**src/rtl/uart_tx_queue_pkg.sv**
```systemverilog
// Shared types for the UART transmit queue: byte type, transmit FSM states and
// the saturating drop-counter increment.
package uart_tx_queue_pkg;

    localparam int UTQ_DATA_WIDTH = 8;

    typedef logic [UTQ_DATA_WIDTH-1:0] byte_t;

    typedef enum logic [1:0] {
        IDLE      = 2'd0,
        START     = 2'd1,
        WAIT_BUSY = 2'd2,
        WAIT_DONE = 2'd3
    } UartTxState_t;

    function automatic logic [7:0] sat_inc8(input logic [7:0] value);
        logic [7:0] result;
        if (value == 8'hFF) begin
            result = value;
        end else begin
            result = value + 8'd1;
        end
        return result;
    endfunction

endpackage

```
**src/rtl/uart_tx_queue_if.sv**
```systemverilog
// Handshake bundle between the keyboard/transmitter side (master) and the
// transmit queue (slave).
interface uart_tx_queue_if #(
    parameter int DEPTH      = 16,
    parameter int DATA_WIDTH = 8
);
    localparam int CW = $clog2(DEPTH) + 1;

    logic                  inValid;
    logic [DATA_WIDTH-1:0] inData;
    logic                  txBusy;
    logic                  txStart;
    logic [DATA_WIDTH-1:0] txData;
    logic                  full;
    logic                  empty;
    logic [CW-1:0]         count;
    logic                  overflow;
    logic [7:0]            dropCount;

    modport master (
        output inValid, inData, txBusy,
        input  txStart, txData, full, empty, count, overflow, dropCount
    );

    modport slave (
        input  inValid, inData, txBusy,
        output txStart, txData, full, empty, count, overflow, dropCount
    );

endinterface

```
**src/rtl/uart_tx_queue_byte_fifo.sv**
```systemverilog
// Power-of-two circular FIFO with a combinational head read and a true
// occupancy count (0..DEPTH).
module byte_fifo #(
    parameter  int DEPTH = 16,
    parameter  int WIDTH = 8,
    localparam int AW    = $clog2(DEPTH),
    localparam int CW    = AW + 1
) (
    input  logic             clk,
    input  logic             rst,
    input  logic             push_i,
    input  logic             pop_i,
    input  logic [WIDTH-1:0] din_i,
    output logic [WIDTH-1:0] dout_o,
    output logic             full_o,
    output logic             empty_o,
    output logic [CW-1:0]    count_o
);

    logic [WIDTH-1:0] mem_q [DEPTH];
    logic [AW-1:0]    wr_ptr_q, wr_ptr_d;
    logic [AW-1:0]    rd_ptr_q, rd_ptr_d;
    logic [CW-1:0]    count_q, count_d;
    logic             do_push_s, do_pop_s;

    assign full_o   = (count_q == CW'(DEPTH));
    assign empty_o  = (count_q == {CW{1'b0}});
    assign count_o  = count_q;
    assign dout_o   = mem_q[rd_ptr_q];

    // A full FIFO still accepts a push when the head leaves on the same edge.
    assign do_pop_s  = pop_i && !empty_o;
    assign do_push_s = push_i && (!full_o || do_pop_s);

    // Pointer and occupancy next-state.
    always_comb begin
        wr_ptr_d = wr_ptr_q;
        rd_ptr_d = rd_ptr_q;
        count_d  = count_q;
        if (do_push_s) begin
            wr_ptr_d = wr_ptr_q + AW'(1);
        end else begin
            wr_ptr_d = wr_ptr_q;
        end
        if (do_pop_s) begin
            rd_ptr_d = rd_ptr_q + AW'(1);
        end else begin
            rd_ptr_d = rd_ptr_q;
        end
        case ({do_push_s, do_pop_s})
            2'b10:   count_d = count_q + CW'(1);
            2'b01:   count_d = count_q - CW'(1);
            default: count_d = count_q;
        endcase
    end

    // Pointer and occupancy registers.
    always_ff @(posedge clk or posedge rst) begin
        if (rst) begin
            wr_ptr_q <= {AW{1'b0}};
            rd_ptr_q <= {AW{1'b0}};
            count_q  <= {CW{1'b0}};
        end else begin
            wr_ptr_q <= wr_ptr_d;
            rd_ptr_q <= rd_ptr_d;
            count_q  <= count_d;
        end
    end

    // Storage array write port.
    always_ff @(posedge clk) begin
        if (do_push_s) begin
            mem_q[wr_ptr_q] <= din_i;
        end
    end

endmodule

```
**src/rtl/uart_tx_queue.sv**
```systemverilog
// Queues keyboard ASCII bytes and launches them one at a time into the UART
// transmitter, holding off while the transmitter reports busy.
module uart_tx_queue
    import uart_tx_queue_pkg::*;
#(
    parameter int DEPTH        = 16,
    parameter int DATA_WIDTH   = 8,
    parameter int DROP_NUL     = 1,
    parameter int BUSY_TIMEOUT = 4
) (
    input logic              clk,
    input logic              rst,
    uart_tx_queue_if.slave   bus
);

    localparam int          CW       = $clog2(DEPTH) + 1;
    localparam logic [3:0]  TO_LIMIT = 4'(BUSY_TIMEOUT);

    UartTxState_t          state_q, state_d;
    logic [3:0]            to_cnt_q, to_cnt_d;
    logic [DATA_WIDTH-1:0] tx_data_q;
    logic                  overflow_q;
    logic [7:0]            drop_cnt_q;

    logic                  nul_s, push_s, pop_s, drop_s, tx_start_s;
    logic [DATA_WIDTH-1:0] fifo_head_s;
    logic                  fifo_full_s, fifo_empty_s;
    logic [CW-1:0]         fifo_count_s;

    byte_fifo #(
        .DEPTH (DEPTH),
        .WIDTH (DATA_WIDTH)
    ) u_fifo (
        .clk     (clk),
        .rst     (rst),
        .push_i  (push_s),
        .pop_i   (pop_s),
        .din_i   (bus.inData),
        .dout_o  (fifo_head_s),
        .full_o  (fifo_full_s),
        .empty_o (fifo_empty_s),
        .count_o (fifo_count_s)
    );

    // Unmapped keys arrive as NUL and vanish silently rather than counting as drops.
    assign nul_s  = (DROP_NUL != 0) && (bus.inData == {DATA_WIDTH{1'b0}});
    assign push_s = bus.inValid && !nul_s && (!fifo_full_s || pop_s);
    assign drop_s = bus.inValid && !nul_s && fifo_full_s && !pop_s;

    // FSM state and busy-timeout counter registers.
    always_ff @(posedge clk or posedge rst) begin
        if (rst) begin
            state_q  <= IDLE;
            to_cnt_q <= 4'd0;
        end else begin
            state_q  <= state_d;
            to_cnt_q <= to_cnt_d;
        end
    end

    // FSM next-state; a transmitter that never raises busy is treated as done.
    always_comb begin
        state_d  = state_q;
        to_cnt_d = to_cnt_q;
        case (state_q)
            IDLE: begin
                if (pop_s) begin
                    state_d = START;
                end else begin
                    state_d = IDLE;
                end
            end
            START: begin
                state_d  = WAIT_BUSY;
                to_cnt_d = 4'd0;
            end
            WAIT_BUSY: begin
                if (bus.txBusy) begin
                    state_d = WAIT_DONE;
                end else begin
                    to_cnt_d = to_cnt_q + 4'd1;
                    if (to_cnt_d == TO_LIMIT) begin
                        state_d = IDLE;
                    end else begin
                        state_d = WAIT_BUSY;
                    end
                end
            end
            WAIT_DONE: begin
                if (!bus.txBusy) begin
                    state_d = IDLE;
                end else begin
                    state_d = WAIT_DONE;
                end
            end
            default: state_d = IDLE;
        endcase
    end

    // FSM outputs; the busy check in IDLE covers a transmitter still busy after reset.
    always_comb begin
        pop_s      = 1'b0;
        tx_start_s = 1'b0;
        case (state_q)
            IDLE:    pop_s      = !fifo_empty_s && !bus.txBusy;
            START:   tx_start_s = 1'b1;
            default: begin
                pop_s      = 1'b0;
                tx_start_s = 1'b0;
            end
        endcase
    end

    // Transmit byte capture plus overflow pulse and saturating drop counter.
    always_ff @(posedge clk or posedge rst) begin
        if (rst) begin
            tx_data_q  <= {DATA_WIDTH{1'b0}};
            overflow_q <= 1'b0;
            drop_cnt_q <= 8'd0;
        end else begin
            overflow_q <= drop_s;
            if (pop_s) begin
                tx_data_q <= fifo_head_s;
            end
            if (drop_s) begin
                drop_cnt_q <= sat_inc8(drop_cnt_q);
            end
        end
    end

    assign bus.txStart   = tx_start_s;
    assign bus.txData    = tx_data_q;
    assign bus.full      = fifo_full_s;
    assign bus.empty     = fifo_empty_s;
    assign bus.count     = fifo_count_s;
    assign bus.overflow  = overflow_q;
    assign bus.dropCount = drop_cnt_q;

endmodule

```
**src/flat_wrapper.sv**
```systemverilog
// flat-port wrapper written by rule: the top's interface ports become plain ports
module uart_tx_queue_flat import uart_tx_queue_pkg::*;
#(
    parameter int DEPTH        = 16,
    parameter int DATA_WIDTH   = 8,
    parameter int DROP_NUL     = 1,
    parameter int BUSY_TIMEOUT = 4
)
  (clk, rst, bus_inValid, bus_inData, bus_txBusy, bus_txStart, bus_txData, bus_full, bus_empty, bus_count, bus_overflow, bus_dropCount);
  uart_tx_queue_if #(.DEPTH(DEPTH), .DATA_WIDTH(DATA_WIDTH)) bus_i ();
  input logic clk;
  input logic rst;
  input wire logic [$bits(bus_i.inValid)-1:0] bus_inValid;
  input wire logic [$bits(bus_i.inData)-1:0] bus_inData;
  input wire logic [$bits(bus_i.txBusy)-1:0] bus_txBusy;
  output wire logic [$bits(bus_i.txStart)-1:0] bus_txStart;
  output wire logic [$bits(bus_i.txData)-1:0] bus_txData;
  output wire logic [$bits(bus_i.full)-1:0] bus_full;
  output wire logic [$bits(bus_i.empty)-1:0] bus_empty;
  output wire logic [$bits(bus_i.count)-1:0] bus_count;
  output wire logic [$bits(bus_i.overflow)-1:0] bus_overflow;
  output wire logic [$bits(bus_i.dropCount)-1:0] bus_dropCount;
  assign bus_i.inValid = bus_inValid;
  assign bus_i.inData = bus_inData;
  assign bus_i.txBusy = bus_txBusy;
  assign bus_txStart = bus_i.txStart;
  assign bus_txData = bus_i.txData;
  assign bus_full = bus_i.full;
  assign bus_empty = bus_i.empty;
  assign bus_count = bus_i.count;
  assign bus_overflow = bus_i.overflow;
  assign bus_dropCount = bus_i.dropCount;
  uart_tx_queue #(.DEPTH(DEPTH), .DATA_WIDTH(DATA_WIDTH), .DROP_NUL(DROP_NUL), .BUSY_TIMEOUT(BUSY_TIMEOUT)) u_core (.clk(clk), .rst(rst), .bus(bus_i));
endmodule
```
**config.mk**
```make
export PLATFORM = sky130hd
export DESIGN_NAME = uart_tx_queue_flat
export DESIGN_NICKNAME = d
export VERILOG_FILES = /design/src/rtl/uart_tx_queue_pkg.sv /design/src/rtl/uart_tx_queue_if.sv /design/src/rtl/uart_tx_queue_byte_fifo.sv /design/src/rtl/uart_tx_queue.sv /design/src/flat_wrapper.sv
export SDC_FILE = /design/constraint.sdc
export NUM_CORES = 1
export LEC_CHECK = 0
export ABC_AREA = 1
export CAP_MARGIN = 30
export CORE_ASPECT_RATIO = 0.7
export CORE_MARGIN = 4
export CORE_UTILIZATION = 60
export CTS_CLUSTER_DIAMETER = 200
export DETAILED_ROUTE_END_ITERATION = 8
export DONT_BUFFER_PORTS = 1
export PLACE_DENSITY = 0.84
export SYNTH_ARGS = -nofsm -noshare
export SYNTH_HDL_FRONTEND = slang
export SYNTH_SLANG_ARGS = --single-unit
```
**constraint.sdc**
```tcl
create_clock -name clk -period 5.9 [get_ports clk]
set_input_delay 1.18 -clock clk [delete_from_list [all_inputs] [get_ports clk]]
set_output_delay 1.18 -clock clk [all_outputs]
set_load 0.01 [all_outputs]
```
==> flow_summary_export.csv <==
group,metric,value,unit
job,drv_cap,0,
setup_path,path_max_fanout,15,
setup_path,arrival,3350,ps
power_and_ir_drop,ir_drop,0.000367,V
routing,ant_nets,0,
setup_path,end_kind,"register",
global_routing,grtUsageTotal,25.7,%
routing,wl_per_cell,18.8,µm
routing,vias,5305,
setup_path,path_class,"input pin to register",
worst_hold_path,hold_depth,2,
floorplanning,design.core.area,12000,µm²
sta,worstMarginPinSlew,1050,ps
routing,vias_per_cell,5.70,
logic_synthesis,synth_top_area_share,51.2,%
routing,first_pass_iters,7,
floorplanning,io_pins,37,
final_layout,layout-drive-gt1-share,6.72,%
logic_synthesis,synthMuxAreaShare,0,%
clock_tree,tritoncts,"done",
sta,fin_worst_skew,10.2,ps
logic_synthesis,synth.distinct_cells,29,
logic_synthesis,synthCells,762,
final_layout,fill_cells,812,
logic_synthesis,synth_top_family_by_area,"simple AND/OR/NAND/NOR gates",
power_and_ir_drop,power_density,470,nW/µm²
sta,rsz0062_at_grt,"false",
final_layout,seq_area,4750,µm²
sta,slew_viol_final,0,
clock_tree,cts_resized,0,
place,dp_hpwl,10700,µm
logic_synthesis,synth_xor_area_share,2.10,%
sta,finalCritPeriodShare,50.4,%
routing,drt-initial-drc-count,745,
clock_tree,cts_buffers,17,
logic_synthesis,synth-seq-area-share,63.3,%
clock_tree,ctsHtreeMaxLevel,4,
clock_tree,cts_hold_buffers,0,
sta,fin_crit,2970,ps
logic_synthesis,yosys.area.top_type,"edfxtp_1",
floorplanning,initial_core_util,62.6,%
clock_tree,path_clk_slew,60,ps
logic_synthesis,synth-seq-cells,164,
global_routing,grt_pass1_wl,27400,µm
global_routing,antenna_found_initial,0,
sta,final_hold_viol_count,0,
logic_synthesis,yosys.area_share.simple,23.3,%
power_and_ir_drop,power,3.85,mW
global_routing,grt_max_degree,68,
final_layout,finalNetCount,785,
setup_path,reg2reg_depth,14,
place,io_buffers,0,
sta,setup_viol,0,
setup_path,start_kind,"input pin",
sta,slew_headroom,29.8,%
sta,setup_tns,0,ps
floorplanning,die-area,14400,µm²
floorplanning,num_rows,33,
clock_tree,cts_buffer_depth,2,
setup_path,cp_data_required_time,6270,ps
routing,drc_errors,0,
sta,max_freq,0.336,GHz
logic_synthesis,synthAdderAreaFrac,2.00,%
global_routing,overflow,0,
logic_synthesis,synth_compound_area_share,1.20,%
run_status,status,"finished clean",
global_routing,grt_pass1_vias,5182,
logic_synthesis,syn_avg_cell_area,9.84,µm²
floorplanning,die_y,102,µm
logic_synthesis,syn-num-nets,786,
logic_synthesis,netlist_area,7500,µm²
place,place.gp.congestion,0.932,
clock_tree,cts_sinks,164,
clock_tree,post_cts_buffers,0,
final_layout,antenna_cells,0,
clock_tree,clock_latency,430,ps
logic_synthesis,yosys-top-cells-area,"edfxtp_1, nand2_1, dfrtp_1, nand3_1, inv_1",
logic_synthesis,yosysWarnings,0,
final_layout,area_growth,9.07,%
power_and_ir_drop,leakage,3.71,nW
routing,totalWireLength,17500,µm
clock_tree,root_buffer,"clkbuf_16",
floorplanning,die_w,142,µm
final_layout,multi_input_area,2150,µm²
worst_hold_path,hold_path.class,"register to register",
[worst max-delay path: stages]
cell	delay (ps)
nor3_1	170
nand2_2	260
inv_1	400
ha_1	370
xor2_1	220
ha_1	180
inv_1	40
nand2_1	90
nand3_1	80
nand2_1	90
xor2_1	140
nand2_1	60
nand2_1	50
[cells in the final DEF (no fill, tap or decap), types with 2 or more instances in the layout]
master / netlist / final
nand3_1: 119 / 119
nor2_1: 24 / 24
nand2_1: 250 / 250
xor2_1: 13 / 13
nor3_1: 2 / 2
ha_1: 12 / 12
clkinv_2: 0 / 6
nand4_2: 2 / 2
inv_4: 0 / 3
o21ai_0: 10 / 10
edfxtp_1: 128 / 128
nand2_4: 2 / 2
buf_4: 7 / 6
dfrtp_1: 36 / 35
inv_1: 119 / 118
nor2_4: 2 / 2
xnor2_1: 5 / 5
clkbuf_16: 0 / 19
clkinv_4: 0 / 2
clkinv_1: 2 / 3
[layout make-up]
cell class | instances | share of cell area (%)
Sequential cell | 164 | 58.0
Multi-Input combinational cell | 449 | 26.2
Clock buffer | 20 | 5.98
Inverter | 122 | 5.60
Tap cell | 157 | 2.40
Clock inverter | 12 | 0.902
Timing Repair Buffer | 7 | 0.887
[power breakdown]
group	switching (mW)	internal [mW]
registers	0.171	1.42
logic	0.851	0.363
clock network	0.443	0.596
[cells in the mapped netlist, drive strengths merged]
library cell,count
nand2,253
edfxtp,128
inv,120
nand3,120
dfrtp,36
nor2,27
buf,23
xor2,13
ha,12
o21ai,11
xnor2,5
clkbuf,4
clkinv,2
nand4,2
nor3,2
a21boi,1
a21oi,1
nand3b,1
o21bai,1
[path summary, 6_finish.rpt]
check                                            end  slack [ps]                      from
setup / recovery            u_core.u_fifo.count_o[4]        2930                bus_txBusy
hold / removal                    u_core.to_cnt_q[2]         570        u_core.to_cnt_q[2]
setup reg to reg            u_core.u_fifo.count_o[4]        3130  u_core.u_fifo.count_o[2]
hold reg to reg                   u_core.to_cnt_q[2]         570        u_core.to_cnt_q[2]
max in group asynchronous  u_core.u_fifo.rd_ptr_q[0]        4810                       rst
min in group asynchronous    u_core.bus.dropCount[0]         740                       rst
[stage by stage]
step | instance area (µm²) | worst slack (ps) | util [%] | hold slack (ps) | cells
floorplan | 7500 | 2920 | - | 497 | 762
global placement | 7580 | 2620 | 63.3 | 510 | 897
detailed placement | 7610 | 2530 | 63.6 | 549 | 898
CTS | 8170 | 2940 | 68.3 | 559 | 930
global route | 8180 | 2760 | 68.3 | 599 | 931
finish | 8180 | 2930 | 68.3 | 568 | 931
[kinds of logic (layout without fill, tap and decap cells)]
group                    count (synthesis)  in the layout
buffers and inverters                  149            161
XOR/XNOR                                18             18
adder cells (fa/ha/maj)                 12             12
AO/OA/AOI/OAI                           14             14
flip-flops                             164            164
AND/OR/NAND/NOR                        405            405
[metal layers]
metal / up-vias / GRT usage, % / routed length, µm
li1: 2439 / - / -
met1: 2485 / 32.8 / 6600
met2: 314 / 41.2 / 8380
met3: 67 / 8.02 / 1940
met4: 0 / 11.1 / 563
met5: - / 0 / 0
[state kept, by name, indices dropped and copies added, names as in the netlist]
| register | count |
|---|---|
| u_core.bus.overflow | 1 |
| u_core.u_fifo.wr_ptr_q | 4 |
| u_core.u_fifo.mem_q | 128 |
| u_core.bus.txData | 8 |
| u_core.u_fifo.rd_ptr_q | 4 |
| u_core.to_cnt_q | 4 |
| u_core.state_q | 2 |
| u_core.bus.dropCount | 8 |
| u_core.u_fifo.count_o | 5 |
Note: power is estimated with default switching activity, not from simulation.
